`config.mk`:
```
export PLATFORM = sky130hd
export DESIGN_NAME = accumulate_frame
export DESIGN_NICKNAME = d
export VERILOG_FILES = /design/src/rtl/accum_pkg.sv /design/src/rtl/adder_nbit.sv /design/src/rtl/accumulate_frame.sv
export SDC_FILE = /design/constraint.sdc
export NUM_CORES = 1
export LEC_CHECK = 0
export BUFFER_PORTS_ARGS = -buffer_cell sky130_fd_sc_hd__buf_2
export CELL_PAD_IN_SITES_DETAIL_PLACEMENT = 0
export CELL_PAD_IN_SITES_GLOBAL_PLACEMENT = 1
export CORE_ASPECT_RATIO = 0.5
export CORE_MARGIN = 8
export CORE_UTILIZATION = 38
export CTS_CLUSTER_DIAMETER = 80
export DETAILED_ROUTE_END_ITERATION = 6
export PLACE_DENSITY_LB_ADDON = 0.05
export SYNTH_ARGS = -nofsm -noshare
export SYNTH_HDL_FRONTEND = slang
export SYNTH_SLANG_ARGS = --single-unit
```
`constraint.sdc`:
```
create_clock -name clk -period 3 [get_ports clk]
set_input_delay 0.6 -clock clk [delete_from_list [all_inputs] [get_ports clk]]
set_output_delay 0.6 -clock clk [all_outputs]
set_load 0.03 [all_outputs]
```
`src/rtl/accum_pkg.sv`:
```
// rtl/accum_pkg.sv - shared state encoding and counter width for the frame accumulator
package accum_pkg;

    localparam int COUNT_W = 8;

    typedef enum logic [1:0] {
        IDLE  = 2'd0,
        ACCUM = 2'd1,
        DONE  = 2'd2
    } accum_state_t;

endpackage

```
`src/rtl/adder_nbit.sv`:
```
// rtl/adder_nbit.sv - n-bit ripple carry adder
// Ports: a, b operands; carry_in; sum (modulo 2^BIT_WIDTH); overflow = unsigned carry-out.
module adder_nbit #(
    parameter int BIT_WIDTH = 8
) (
    input  logic [BIT_WIDTH-1:0] a,
    input  logic [BIT_WIDTH-1:0] b,
    input  logic                 carry_in,
    output logic [BIT_WIDTH-1:0] sum,
    output logic                 overflow
);

    logic [BIT_WIDTH:0] carry;

    always_comb begin
        carry    = '0;
        sum      = '0;
        carry[0] = carry_in;
        for (int i = 0; i < BIT_WIDTH; i++) begin
            sum[i]       = a[i] ^ b[i] ^ carry[i];
            carry[i + 1] = (a[i] & b[i]) | (carry[i] & (a[i] ^ b[i]));
        end
    end

    assign overflow = carry[BIT_WIDTH];

endmodule

```
`src/rtl/accumulate_frame.sv`:
```
// rtl/accumulate_frame.sv - accumulates FRAME_LEN operands and hands the frame total to a sink
// Ports: clk, n_rst (async low); clear (sync abort); in_valid/in_ready/in_data operand stream;
//        out_valid/out_ready/out_sum/out_overflow result; count = operands accepted this frame.
module accumulate_frame
    import accum_pkg::*;
#(
    parameter int BIT_WIDTH = 8,
    parameter int FRAME_LEN = 16
) (
    input  logic                 clk,
    input  logic                 n_rst,
    input  logic                 clear,
    input  logic                 in_valid,
    input  logic [BIT_WIDTH-1:0] in_data,
    output logic                 in_ready,
    output logic                 out_valid,
    input  logic                 out_ready,
    output logic [BIT_WIDTH-1:0] out_sum,
    output logic                 out_overflow,
    output logic [COUNT_W-1:0]   count
);

    localparam logic [COUNT_W-1:0] LAST_IDX = COUNT_W'(FRAME_LEN - 1);

    accum_state_t         state_q, state_d;
    logic [BIT_WIDTH-1:0] acc_q, acc_d;
    logic [COUNT_W-1:0]   count_q, count_d;
    logic                 ovf_q, ovf_d;
    logic                 in_ready_q, in_ready_d;
    logic                 out_valid_q, out_valid_d;
    logic [BIT_WIDTH-1:0] out_sum_q, out_sum_d;
    logic                 out_overflow_q, out_overflow_d;

    logic [BIT_WIDTH-1:0] add_sum;
    logic                 add_ovf;

    adder_nbit #(
        .BIT_WIDTH (BIT_WIDTH)
    ) u_adder (
        .a        (acc_q),
        .b        (in_data),
        .carry_in (1'b0),
        .sum      (add_sum),
        .overflow (add_ovf)
    );

    always_comb begin
        state_d = state_q;
        acc_d   = acc_q;
        count_d = count_q;
        ovf_d   = ovf_q;

        if (clear) begin
            state_d = IDLE;
            acc_d   = '0;
            count_d = '0;
            ovf_d   = 1'b0;
        end else begin
            case (state_q)
                IDLE: begin
                    // One-cycle bubble that also zeroes the frame state.
                    state_d = ACCUM;
                    acc_d   = '0;
                    count_d = '0;
                    ovf_d   = 1'b0;
                end
                ACCUM: begin
                    if (in_valid && in_ready_q) begin
                        acc_d   = add_sum;
                        ovf_d   = ovf_q | add_ovf;
                        count_d = count_q + COUNT_W'(1);
                        if (count_q == LAST_IDX) begin
                            state_d = DONE;
                        end
                    end
                end
                DONE: begin
                    if (out_ready) begin
                        state_d = IDLE;
                    end
                end
                default: state_d = IDLE;
            endcase
        end

        // Outputs are registered from the next state so they track the state flop exactly.
        in_ready_d     = (state_d == ACCUM);
        out_valid_d    = (state_d == DONE);
        out_sum_d      = (state_d == DONE) ? acc_d : out_sum_q;
        out_overflow_d = (state_d == DONE) ? ovf_d : out_overflow_q;
    end

    always_ff @(posedge clk or negedge n_rst) begin
        if (!n_rst) begin
            state_q        <= IDLE;
            acc_q          <= '0;
            count_q        <= '0;
            ovf_q          <= 1'b0;
            in_ready_q     <= 1'b0;
            out_valid_q    <= 1'b0;
            out_sum_q      <= '0;
            out_overflow_q <= 1'b0;
        end else begin
            state_q        <= state_d;
            acc_q          <= acc_d;
            count_q        <= count_d;
            ovf_q          <= ovf_d;
            in_ready_q     <= in_ready_d;
            out_valid_q    <= out_valid_d;
            out_sum_q      <= out_sum_d;
            out_overflow_q <= out_overflow_d;
        end
    end

    assign in_ready     = in_ready_q;
    assign out_valid    = out_valid_q;
    assign out_sum      = out_sum_q;
    assign out_overflow = out_overflow_q;
    assign count        = count_q;

endmodule

```
# == After elaboration in Yosys (flattened, before gate mapping) ==
# Index checks and enable logic that the tools add are counted.
# classes
mux,14
reduce_logical,4
bitwise,38
n_eq_ne,6
n_addsub,1
# ops
operator,n
$mux 8,4
$pmux 8 s2,2
$and 1x1->1,15
$xor 1x1->1,15
$add 8x1->8 const B,1
$eq 8x4->1 const B,1
$mux 2,4
$or 1x1->1,8
$pmux 2 s3,1
$eq 2x1->1 const B,2
$eq 2x2->1 const B,2
$ne 3x3->1 const B,1
$reduce_bool 3->1,1
$logic_not 2->1,1
$mux 1,2
$pmux 1 s2,1
$reduce_and 2->1,1
$logic_and 1x1->1,1
# word_totals
out_inout_bits,19
reg_bits,30
inputBits,13
wordCells,71

# == Longest topological paths before layout ==
# depth
depth_word,19
ltp_mapped,15
mapped_depth_nobuf,15

# == By module ==
# From an unflattened synthesis, not the netlist that was laid out.
# hier_totals
cells_unflattened,145
hier_area_um2,1584.0
# modules_own_cells
mod,seq_area_each_um2,cells_per_inst,area_each_um2,n_inst
accumulate_frame,750.7,127,1386.3,1
adder_nbit,0.0,18,197.7,1

# == Worst setup path after synthesis ==
# OpenSTA, ideal clock, no wires.
# synth_timing
kind,input port to flip-flop
startpoint,in in_data[0]
endpoint,reg out_sum_q[7] (netlist: out_sum[7])
slack_ns,-0.529
required_ns,2.871
setup_ns,0.129
stages,14
arrival_ns,3.400
path_buffers,0
path_cell_list,ha_1 > inv_1 > fa_1 > fa_1 > fa_1 > fa_1 > inv_1 > fa_1 > fa_1 > inv_1 > fa_1 > nor2_1 > a21oi_1 > mux2i_1
# synth_between
elab_chain_cells,17
# synth_lines
element,line,rtl
start: declaration,accumulate_frame.sv:14,"input logic [BIT_WIDTH-1:0] in_data,"
$and 1x1->1 (2 in a row),adder_nbit.sv:21,carry[i + 1] = (a[i] & b[i]) | (carry[i] & (a[i] ^ b[i]));
$or 1x1->1,adder_nbit.sv:21,
$and 1x1->1,adder_nbit.sv:21,
$or 1x1->1,adder_nbit.sv:21,
$and 1x1->1,adder_nbit.sv:21,
$or 1x1->1,adder_nbit.sv:21,
$and 1x1->1,adder_nbit.sv:21,
$or 1x1->1,adder_nbit.sv:21,
$and 1x1->1,adder_nbit.sv:21,
$or 1x1->1,adder_nbit.sv:21,
$and 1x1->1,adder_nbit.sv:21,
$or 1x1->1,adder_nbit.sv:21,
$xor 1x1->1,adder_nbit.sv:20,sum[i] = a[i] ^ b[i] ^ carry[i];
$mux 8,accumulate_frame.sv:68,if (in_valid && in_ready_q) begin
$pmux 8 s2,accumulate_frame.sv:59,case (state_q)
$mux 8,accumulate_frame.sv:53,if (clear) begin
end signal: assignment,accumulate_frame.sv:110,out_sum_q <= out_sum_d;
end: declaration,accumulate_frame.sv:31,"logic [BIT_WIDTH-1:0] out_sum_q, out_sum_d;"
# No other way between the ends.
# A chain may end at the register's enable or synchronous reset.

# == Worst setup path in the final report ==
# Same ends and word-level chain as after synthesis.

==> run metrics <==
deepest clock path buffer count=2; min setup slack post-route=-0.310 ns; Logic pwr share=7.9%; TritonCTS Buffers=5; CP Launch Type=primary input; failing checks=setup timing; switching share of power=25.4%; post-route ant nets=0; top cell type's share of synthesized area=47.3%; Syn. warnings=0; Net count, final=208; PwrDens=429 nW/µm²; Worst EP arrival=3.46 ns; Peak VDD IR=171 µV; top cells by area, synth=dfrtp_1 (47%), fa_1 (8.8%), inv_1 (5.4%); Seq pwr share=50.3%; Hold Vio Cnt, Final=0; H-tree depth=2; Psw=0.000210 W; DR vias/cell=4.97; setup violators final=5; Root Buffer=clkbuf_8; Max Transition Viols Final=0; Yosys reg bits=30; Area Growth Syn to Fin=21.2%; Final Non-Filler Cells=241; clock sinks=30; initial antenna violation count=0; Final GP Congestion=0.759; Slowest cell on crit path=fa_1; CTS Hold Bufs=0; Power Total=0.000826 W; Mapped Area=1590 µm²; CP Depth=15; initial core utilization=40.1%; max cap viols=0; full die area=6630 µm²; reg2reg path depth=14; Clock transition at path regs=0.07 ns; first-pass GRT wire length=5850 µm; largest net degree at the start of global routing=31; GRT Overall Usage=11.7%; Leak=0.917 nW; Clk pwr share=41.8%; commonest non-fill, non-tap cell in the layout=buf_2; vias post-DR=1198; synthesized instance count=152; Buf/Inv on CP=4; Least-Margin Pin Slew=0.691 ns; cell taking the most area after synthesis=dfrtp_1; status=finished, violations left; later-pin clock latency in the skew report=0.28 ns; Post-Syn Nets=174; initial drt markers=25; most frequent cells in the layout=buf_2 (31), dfrtp_1 (30), nor2_1 (21); wirelength, routed=3650 µm; RSZ-0062 raised after global routing=yes; sequential area share after synthesis=47.3%; kind of critical path=in -> reg; die height=61.7 µm; Cell variety after synth=40; dpl hpwl=2590 µm; # rows=16; vias in the first global route=1207; Hold Crit Class=in -> async; DR pass1 iterations=4; Residual DRC=0; Pint=0.000616 W; Worst Clk Skew=0.00611 ns; GRT overflow=0; critical path endpoint category=flop; Avg WL per Cell=15.2 µm; CP Cell Sequence=buf_2, ha_4, inv_2, fa_2, fa_2, fa_2, fa_2, inv_2, fa_2, fa_2, inv_2, fa_1, nor2_2, a21oi_2, mux2i_1; chip width=107 µm; Slew Limit Headroom=53.9%; Tmin final=3.31 ns; Core ar.=3960 µm²; crit-path max cell delay=0.49 ns; Port Buffers=31; CTS tree=done; antenna cells=0; share of cells above drive strength 1=32.1%; crit-path leading delay family=adder cells; setup TNS=-1.08 ns; maximum fanout count along the critical path=2; CP Data Required Time=3.15 ns; Avg Cell Area, Syn=10.4 µm²; final period utilization=110%; placed cells=231; num ports=32; Top cell by count, worst path=fa_2; Fmax=0.302 GHz
synthesized netlist by cell type:
library cell and count:
a2111o_1 1, and2_1 1, xor2_1 1, a32o_1 1
nor4_1 1, a22oi_1 4, mux2_4 1, clkbuf_1 4
dfrtp_1 30, o21ai_0 1, o211ai_1 1, a21oi_1 9
nand4b_1 1, and3_2 1, a22o_1 1, fa_1 7
nand4_1 2, o2111ai_1 1, a221oi_1 1, o311a_1 1
nand3_1 3, ha_1 2, and4b_1 1, inv_1 23
a32o_2 1, a21o_1 2, and4_1 1, nor3_1 1
nor3b_1 2, nor2_1 22, buf_2 1, o21a_1 1
or4b_2 1, and3b_1 1, buf_8 1, or2_2 1
nand2_1 7, nor4_4 1, mux2i_1 8, a311oi_1 2
what timing repair did:
action                                 CTS  global route
gates resized for setup                  0             3
pin swaps                                2             2
buffers inserted                         1             1
setup endpoints to repair                6             7
endpoints found under the hold margin    0             0
logic make-up (layout without fill, tap and decap cells):
family | Yosys count | in the layout | synth area share, %
adders and majority gates | 9 | 9 | 10.4
AOI/OAI and AO/OA | 27 | 27 | 12.4
buffers and inverters | 29 | 64 | 7.64
muxes | 9 | 9 | 5.99
xor gates and xnor gates | 1 | 1 | 0.552
DFF | 30 | 30 | 47.3
and+or+nand+nor | 47 | 47 | 15.8
final cells by class:
type / instances / area, µm²
Fill cell: 422 / 2040
Tap cell: 54 / 67.6
Inverter: 23 / 86.3
Clock inverter: 2 / 12.5
Timing Repair Buffer: 33 / 170
Clock buffer: 6 / 82.6
Sequential cell: 30 / 751
Multi-Input combinational cell: 93 / 754
state kept, by name, summed over array words and instances (netlist names):
name and count:
acc_q 8, out_sum 8, in_ready 1, out_valid 1, count 8, out_overflow 1, state_q 2, ovf_q 1
metrics by stage:
step           utilization, %  hold slack, ns  setup slack [ns]  instance area, µm²
2_1_floorplan               -           0.304            -0.410                1620
3_3_place_gp             45.5           0.491            -0.597                1800
3_5_place_dp             45.5           0.494            -0.626                1800
4_1_cts                  48.1           0.382            -0.308                1910
5_1_grt                  48.5           0.413            -0.419                1920
6_report                 48.5           0.354            -0.310                1920
worst paths after layout:
check                      slack, ns  startpoint          to
max                            -0.31  in_data[0]  out_sum[7]
min                             0.35       n_rst    count[7]
max reg2reg                    -0.31    acc_q[0]  out_sum[7]
min reg2reg                     0.52  out_sum[6]  out_sum[6]
max in group asynchronous       2.19       n_rst    count[3]
min in group clk                0.52  out_sum[6]  out_sum[6]
layer usage:
metal | share of wire [%] | track usage [%] | wire (µm) | up-vias
met4 | 0.22 | 3.52 | 8 | 0
met3 | 7.0 | 5.35 | 256 | 2
met5 | 0 | 0 | 0 | -
met1 | 49 | 14.6 | 1810 | 588
li1 | - | - | - | 580
met2 | 43 | 18.1 | 1580 | 28
worst reg2reg max path: cells and delay by family, from the launching register on:
family,cells,cell delay [ns]
AND/OR/NAND/NOR,1,0.05
flip-flops,1,0.40
multiplexers,1,0.09
AO/OA/AOI/OAI,1,0.15
buffers and inverters,3,0.13
adder cells (fa/ha/maj),8,2.38
power groups by stage:
| stage | sequential (W) | clock [W] | combinational, W |
|---|---|---|---|
| floorplan | 0.000423 | 0 | 0.0000354 |
| global placement | 0.000423 | 0 | 0.0000636 |
| detailed placement | 0.000423 | 0 | 0.0000645 |
| CTS | 0.000415 | 0.000359 | 0.0000646 |
| global route | 0.000416 | 0.000377 | 0.0000756 |
| finish | 0.000416 | 0.000345 | 0.0000652 |
(Power assumes the default switching activity.)
